**src/rtl/prism_sp_unit_rx.sv**
```systemverilog
// prism_sp_unit_rx: receive-side command unit of the PRISM stream processor.
// Executes one-hot custom instructions: metadata pop / empty query, RX data
// FIFO fill (bytes), and DMA start / status for draining the RX data FIFO.
// Build option: define PRISM_SP_UNIT_RX_DMA_EN to include the DMA control
// path; without it the rx_dma_* outputs are tied 0 and the DMA commands
// complete in one cycle with result 0.
module prism_sp_unit_rx #(
   parameter int RESULT_WIDTH = 32,
   parameter int COUNT_WIDTH  = 12,
   parameter int DATA_BYTES   = 8
) (
   input  logic                    clk,
   input  logic                    rst_n,
   input  logic                    issue_valid,
   output logic                    issue_ready,
   input  logic [4:0]              issue_cmd,
   input  logic [RESULT_WIDTH-1:0] rs1,
   input  logic [RESULT_WIDTH-1:0] rs2,
   output logic                    cmd_done,
   output logic [RESULT_WIDTH-1:0] result,
   output logic                    rx_meta_rd_en,
   input  logic [RESULT_WIDTH-1:0] rx_meta_rd_data,
   input  logic                    rx_meta_empty,
   input  logic [COUNT_WIDTH-1:0]  rx_data_count,
   output logic                    rx_dma_start,
   output logic [RESULT_WIDTH-1:0] rx_dma_addr,
   output logic [15:0]             rx_dma_len,
   output logic                    rx_dma_last,
   input  logic                    rx_dma_busy
);

   localparam int BYTE_SHIFT = $clog2(DATA_BYTES);

   // One-hot command bit positions.
   localparam int CMD_META_POP   = 0;
   localparam int CMD_META_EMPTY = 1;
   localparam int CMD_DATA_COUNT = 2;
   localparam int CMD_DMA_START  = 3;
   localparam int CMD_DMA_STATUS = 4;

   typedef enum logic [2:0] {
      S_IDLE,
      S_EXEC,
      S_WAIT,
      S_POP,
      S_CAPT
   } state_e;

   state_e                  state_q, state_d;
   logic [4:0]              cmd_q, cmd_d;
   logic [RESULT_WIDTH-1:0] result_q, result_d;
   logic [RESULT_WIDTH-1:0] result_now;
   logic                    done;
   logic                    meta_rd;
   logic                    dma_go;

`ifdef PRISM_SP_UNIT_RX_DMA_EN
   logic [RESULT_WIDTH-1:0] rs1_q, rs1_d;
   logic [RESULT_WIDTH-1:0] rs2_q, rs2_d;
   logic [RESULT_WIDTH-1:0] dma_addr_q, dma_addr_d;
   logic [15:0]             dma_len_q, dma_len_d;
   logic                    dma_last_q, dma_last_d;
   logic                    unused_rs2_mid;

   // Only len and the last flag are taken from rs2.
   assign unused_rs2_mid = ^rs2_q[RESULT_WIDTH-2:16];
`else
   logic unused_dma_inputs;

   // Operands and DMA busy have no consumer when the DMA path is removed.
   assign unused_dma_inputs = ^{rs1, rs2, rx_dma_busy};
`endif

   // Next-state, completion and result selection for the command FSM.
   always_comb begin
      // NOTE: every variable gets a default here so no path leaves one unassigned (no latches).
      state_d    = state_q;
      cmd_d      = cmd_q;
      result_d   = result_q;
      result_now = result_q;
      done       = 1'b0;
      meta_rd    = 1'b0;
      dma_go     = 1'b0;
`ifdef PRISM_SP_UNIT_RX_DMA_EN
      rs1_d      = rs1_q;
      rs2_d      = rs2_q;
`endif

      case (state_q)
         S_IDLE: begin
            if (issue_valid) begin
               cmd_d   = issue_cmd;
`ifdef PRISM_SP_UNIT_RX_DMA_EN
               rs1_d   = rs1;
               rs2_d   = rs2;
`endif
               state_d = (issue_cmd == 5'b00001) ? S_WAIT : S_EXEC;
            end
         end
         S_EXEC: begin
            done    = 1'b1;
            state_d = S_IDLE;
            if (!$onehot(cmd_q)) begin
               result_now = '1;
            end else if (cmd_q[CMD_META_EMPTY]) begin
               result_now = RESULT_WIDTH'(rx_meta_empty);
            end else if (cmd_q[CMD_DATA_COUNT]) begin
               result_now = RESULT_WIDTH'(rx_data_count) << BYTE_SHIFT;
`ifdef PRISM_SP_UNIT_RX_DMA_EN
            end else if (cmd_q[CMD_DMA_STATUS]) begin
               result_now = RESULT_WIDTH'(rx_dma_busy);
            end else if (cmd_q[CMD_DMA_START]) begin
               result_now = '0;
               // Hold off until the previous transfer has drained.
               if (rx_dma_busy) begin
                  done    = 1'b0;
                  state_d = S_EXEC;
               end else begin
                  dma_go  = 1'b1;
               end
`endif
            end else begin
               result_now = '0;
            end
         end
         S_WAIT: begin
            if (!rx_meta_empty) state_d = S_POP;
         end
         S_POP: begin
            meta_rd = 1'b1;
            state_d = S_CAPT;
         end
         S_CAPT: begin
            done       = 1'b1;
            result_now = rx_meta_rd_data;
            state_d    = S_IDLE;
         end
         default: state_d = S_IDLE;
      endcase

      if (done) result_d = result_now;
   end

`ifdef PRISM_SP_UNIT_RX_DMA_EN
   // DMA descriptor registers change only on a start, so they hold between starts.
   always_comb begin
      dma_addr_d = dma_addr_q;
      dma_len_d  = dma_len_q;
      dma_last_d = dma_last_q;
      if (dma_go) begin
         dma_addr_d = rs1_q;
         dma_len_d  = rs2_q[15:0];
         dma_last_d = rs2_q[RESULT_WIDTH-1];
      end
   end
`endif

   // State and datapath registers; async reset abandons any in-flight command.
   always_ff @(posedge clk or negedge rst_n) begin
      if (!rst_n) begin
         state_q    <= S_IDLE;
         cmd_q      <= '0;
         result_q   <= '0;
`ifdef PRISM_SP_UNIT_RX_DMA_EN
         rs1_q      <= '0;
         rs2_q      <= '0;
         dma_addr_q <= '0;
         dma_len_q  <= '0;
         dma_last_q <= 1'b0;
`endif
      end else begin
         // NOTE: non-blocking so every register samples the pre-edge values.
         state_q    <= state_d;
         cmd_q      <= cmd_d;
         result_q   <= result_d;
`ifdef PRISM_SP_UNIT_RX_DMA_EN
         rs1_q      <= rs1_d;
         rs2_q      <= rs2_d;
         dma_addr_q <= dma_addr_d;
         dma_len_q  <= dma_len_d;
         dma_last_q <= dma_last_d;
`endif
      end
   end

   assign issue_ready   = (state_q == S_IDLE);
   assign cmd_done      = done;
   assign result        = result_now;
   assign rx_meta_rd_en = meta_rd;

`ifdef PRISM_SP_UNIT_RX_DMA_EN
   assign rx_dma_start = dma_go;
   assign rx_dma_addr  = dma_addr_d;
   assign rx_dma_len   = dma_len_d;
   assign rx_dma_last  = dma_last_d;
`else
   assign rx_dma_start = 1'b0;
   assign rx_dma_addr  = '0;
   assign rx_dma_len   = '0;
   assign rx_dma_last  = 1'b0;
`endif

endmodule

```
**config.mk**
```make
export PLATFORM = sky130hd
export DESIGN_NAME = prism_sp_unit_rx
export DESIGN_NICKNAME = d
export VERILOG_FILES = /design/src/rtl/prism_sp_unit_rx.sv
export SDC_FILE = /design/constraint.sdc
export NUM_CORES = 1
export LEC_CHECK = 0
export BUFFER_PORTS_ARGS = -buffer_cell sky130_fd_sc_hd__buf_2
export CELL_PAD_IN_SITES_DETAIL_PLACEMENT = 0
export CELL_PAD_IN_SITES_GLOBAL_PLACEMENT = 2
export CORE_ASPECT_RATIO = 0.6
export CORE_UTILIZATION = 18
export CTS_CLUSTER_SIZE = 30
export DETAILED_ROUTE_END_ITERATION = 10
export HOLD_SLACK_MARGIN = 0.06
export PLACE_DENSITY_LB_ADDON = 0.1
export SLEW_MARGIN = 20
export SYNTH_ARGS = -nofsm -noshare
export SYNTH_HDL_FRONTEND = slang
export SYNTH_SLANG_ARGS = --single-unit
```
**constraint.sdc**
```tcl
create_clock -name clk -period 2.75 [get_ports clk]
set_input_delay 0.1375 -clock clk [delete_from_list [all_inputs] [get_ports clk]]
set_output_delay 0.1375 -clock clk [all_outputs]
set_load 0.02 [all_outputs]
```
==> out/results.ini <==
[floorplanning]
rows = 33
core-area_mm2 = 0.0139
fp.dieArea_mm2 = 0.0150
die_y_um = 95.3
start_util_pct = 18.7
die_w_um = 157
io_pins = 203

[place]
place_hpwl_um = 5830
io_buffers = 87
gp_congestion = 0.705

[grt]
grt_max_degree = 41
overflow = 0
top_usage_layer = met2
grtUsageMet1_pct = 16.5
grt_use_total_pct = 11.7
first_global_vias = 2362
use_met3_pct = 2.41
grt_use_met2_pct = 17.7
grt_pass1_wl_um = 13000
antenna_found_initial = 0

[finish]
fin_nets = 518
drive_above_1_share_pct = 43.2
diodes = 0
fin_util_pct = 27.1
fill_cells = 1533
syn_to_final_growth_pct = 44.7

[drt]
drtPass1Iterations = 4
wirelength_um = 8390
num_vias = 2372
drc = 0
routedWlPerCell_um = 14.2
via_per_inst = 4.02
drt_iter0_drc = 66
antenna_left = 0

[critical_path]
end_kind = output pin
reg2reg_from = cmd_q[0]$_DFFE_PN0P_
cp.arrival_ns = 3.03
start_kind = flip-flop
crit_type = flip-flop to output pin
reg2reg_to = result_q[11]$_DFFE_PN0N_
reg2reg_depth = 12
reg2reg_slack_ns = -0.15
worstPathRequired_ns = 2.61
critPathMaxFanout = 15

[synth]
netlist_instances = 285
syn-cell-area_mm2 = 0.00261
ys.flop_type = dfrtp_1
synth-edff-count = 0
yosysWarningCount = 0
synth.avg_cell_area_um2 = 9.15
yosysSeqAreaShare_pct = 38.4
synthArstFlopShare_pct = 100
ys_ff_latch = 40
ys_types = 38

[worst_hold_path]
min_path_type = primary input to flip-flop
holdPathStages = 3
holdPathEnd = cmd_q[3]$_DFFE_PN0P_
holdCritStartpoint = issue_cmd[3]

[clock_tree]
htree_levels = 2
clk_latency_ns = 0.28
cts_tree = built
numCtsBuffers = 5
cts.sinks = 40
clk_pin_slew_ns = 0.06
clock_path_buffers = 2
clockRootBuffer = clkbuf_16

[run]
max_cap_viol_count = 0

[run_status]
violations = setup timing
outcome = finished with violations

[timing]
slew-limit-headroom_pct = 60.0
post-route-period-util_pct = 115
hold_viol = 0
worst_slack_ns = -0.420
rsz0062_at_grt = true
slew_viol_final = 0
setup_tns_ns = -12.54
clock_skew_ns = 0.00405
min_period_ns = 3.17
setup_viol_count_final = 41
clock.fmax_mhz = 315
worstMarginPinSlew_ns = 0.595

[power_and_ir_drop]
irDropWorstVdd_mv = 0.218
power_density_mw_per_mm2 = 942
power_mw = 3.56
p_leak_nw = 1.68

[flip-flops by register name, indices dropped and copies added, names as in the netlist]
name	flops
result_q	32
cmd_q	5
state_q	3
[per-layer routing]
layer  vias up  routed length (um)  share of wire [%]
li1       1149                   -                  -
met1      1142                4270                 51
met2        74                3620                 43
met3         7                 424                5.1
met4         0                  81               0.97
met5         -                   0                  0
[Yosys cell counts, types with 5 or more instances]
cell | instances | share of area, %
dfrtp_1 | 40 | 38
o21ai_0 | 31 | 5.9
a221o_1 | 14 | 5.4
nor2_1 | 18 | 2.6
buf_4 | 51 | 15
a22oi_1 | 12 | 3.5
inv_1 | 7 | 1.0
a2bb2oi_1 | 12 | 4.0
a221oi_2 | 5 | 2.9
buf_2 | 8 | 1.5
nand2_1 | 27 | 3.9
clkbuf_1 | 6 | 0.86
a21oi_1 | 14 | 2.7
[layout by cell type (no fill, tap or decap), drive strengths merged, types with 2 or more instances in the layout]
cell type and n:
nor3b 2, fa 2, clkbuf 6, nand2 27, nor3 3, nand2b 4
and2 3, and3 2, clkinv 2, nand3 3, mux2 2, dfrtp 40
inv 7, buf 125, a221o 14, o21ai 31, nor2b 2, conb 50
a221oi 8, nor2 18, a21oi 14, a2bb2oi 12, a22oi 12
[how the worst max path moves through the flow]
stage                          from    endpoint  slack [ns]  cells past startpoint
6_report       cmd_q[0]$_DFFE_PN0P_  result[13]       -0.42                     11
5_1_grt        cmd_q[1]$_DFFE_PN0P_   result[5]       -0.59                     11
4_1_cts        cmd_q[0]$_DFFE_PN0P_  result[11]       -0.45                     11
3_5_place_dp   cmd_q[0]$_DFFE_PN0P_   result[5]       -0.25                     11
3_3_place_gp   cmd_q[0]$_DFFE_PN0P_   result[5]       -0.24                     11
2_1_floorplan  cmd_q[0]$_DFFE_PN0P_  result[15]       -0.04                     10
[worst max-delay path, stage by stage, from the launching register on]
cell and delay, ns:
dfrtp_1 0.34, inv_2 0.04, fa_1 0.52, inv_1 0.05, fa_2 0.36, ha_4 0.25
or3b_4 0.38, and3_4 0.22, buf_12 0.16, a221oi_4 0.20, nand2_2 0.07, buf_2 0.15
[repair_timing]
| action | 4_1_cts | 5_1_grt |
|---|---|---|
| endpoints found under the setup margin | 50 | 63 |
| hold endpoints to repair | 0 | 40 |
| resized for setup | 43 | 28 |
| cloned | 2 | 0 |
| setup buffers | 11 | 3 |
| hold buffers | 0 | 1 |
| pin swaps | 4 | 3 |
[kinds of logic after synthesis]
kind of cell / count (synthesis) / synth area share, %
adder cells (fa/ha/maj): 3 / 2.01
flip-flops: 40 / 38.4
AO/OA/AOI/OAI: 94 / 26.2
other: 1 / 0.144
buffers and inverters: 77 / 19.8
AND/OR/NAND/NOR: 68 / 12.6
multiplexers: 2 / 0.863
[per-stage QoR]
| step | setup WS, ns | area [um^2] | hold WS (ns) | instances |
|---|---|---|---|---|
| finish | -0.420 | 3770 | 0.0697 | 590 |
| global route | -0.589 | 3770 | 0.0914 | 590 |
| CTS | -0.453 | 3720 | 0.0632 | 588 |
| detailed placement | -0.250 | 3300 | 0.364 | 571 |
| global placement | -0.235 | 3300 | 0.366 | 571 |
| floorplan | -0.0355 | 2870 | -0.158 | 334 |
[cell type report]
cell class	count	area [um^2]	area share (%)
Multi-Input combinational cell	217	1460	38.8
Tap cell	192	240	6.36
Clock buffer	6	139	3.68
Inverter	7	26.3	0.696
Clock inverter	2	10.0	0.265
Timing Repair Buffer	126	895	23.7
Sequential cell	40	1000	26.5
[where the power goes]
| part | total [mW] | internal, mW | switching [mW] |
|---|---|---|---|
| registers | 0.955 | 0.825 | 0.130 |
| logic | 2.00 | 0.938 | 1.06 |
| clock network | 0.600 | 0.358 | 0.242 |
| total | 3.56 | 2.12 | 1.43 |
(Power assumes the default switching activity.)
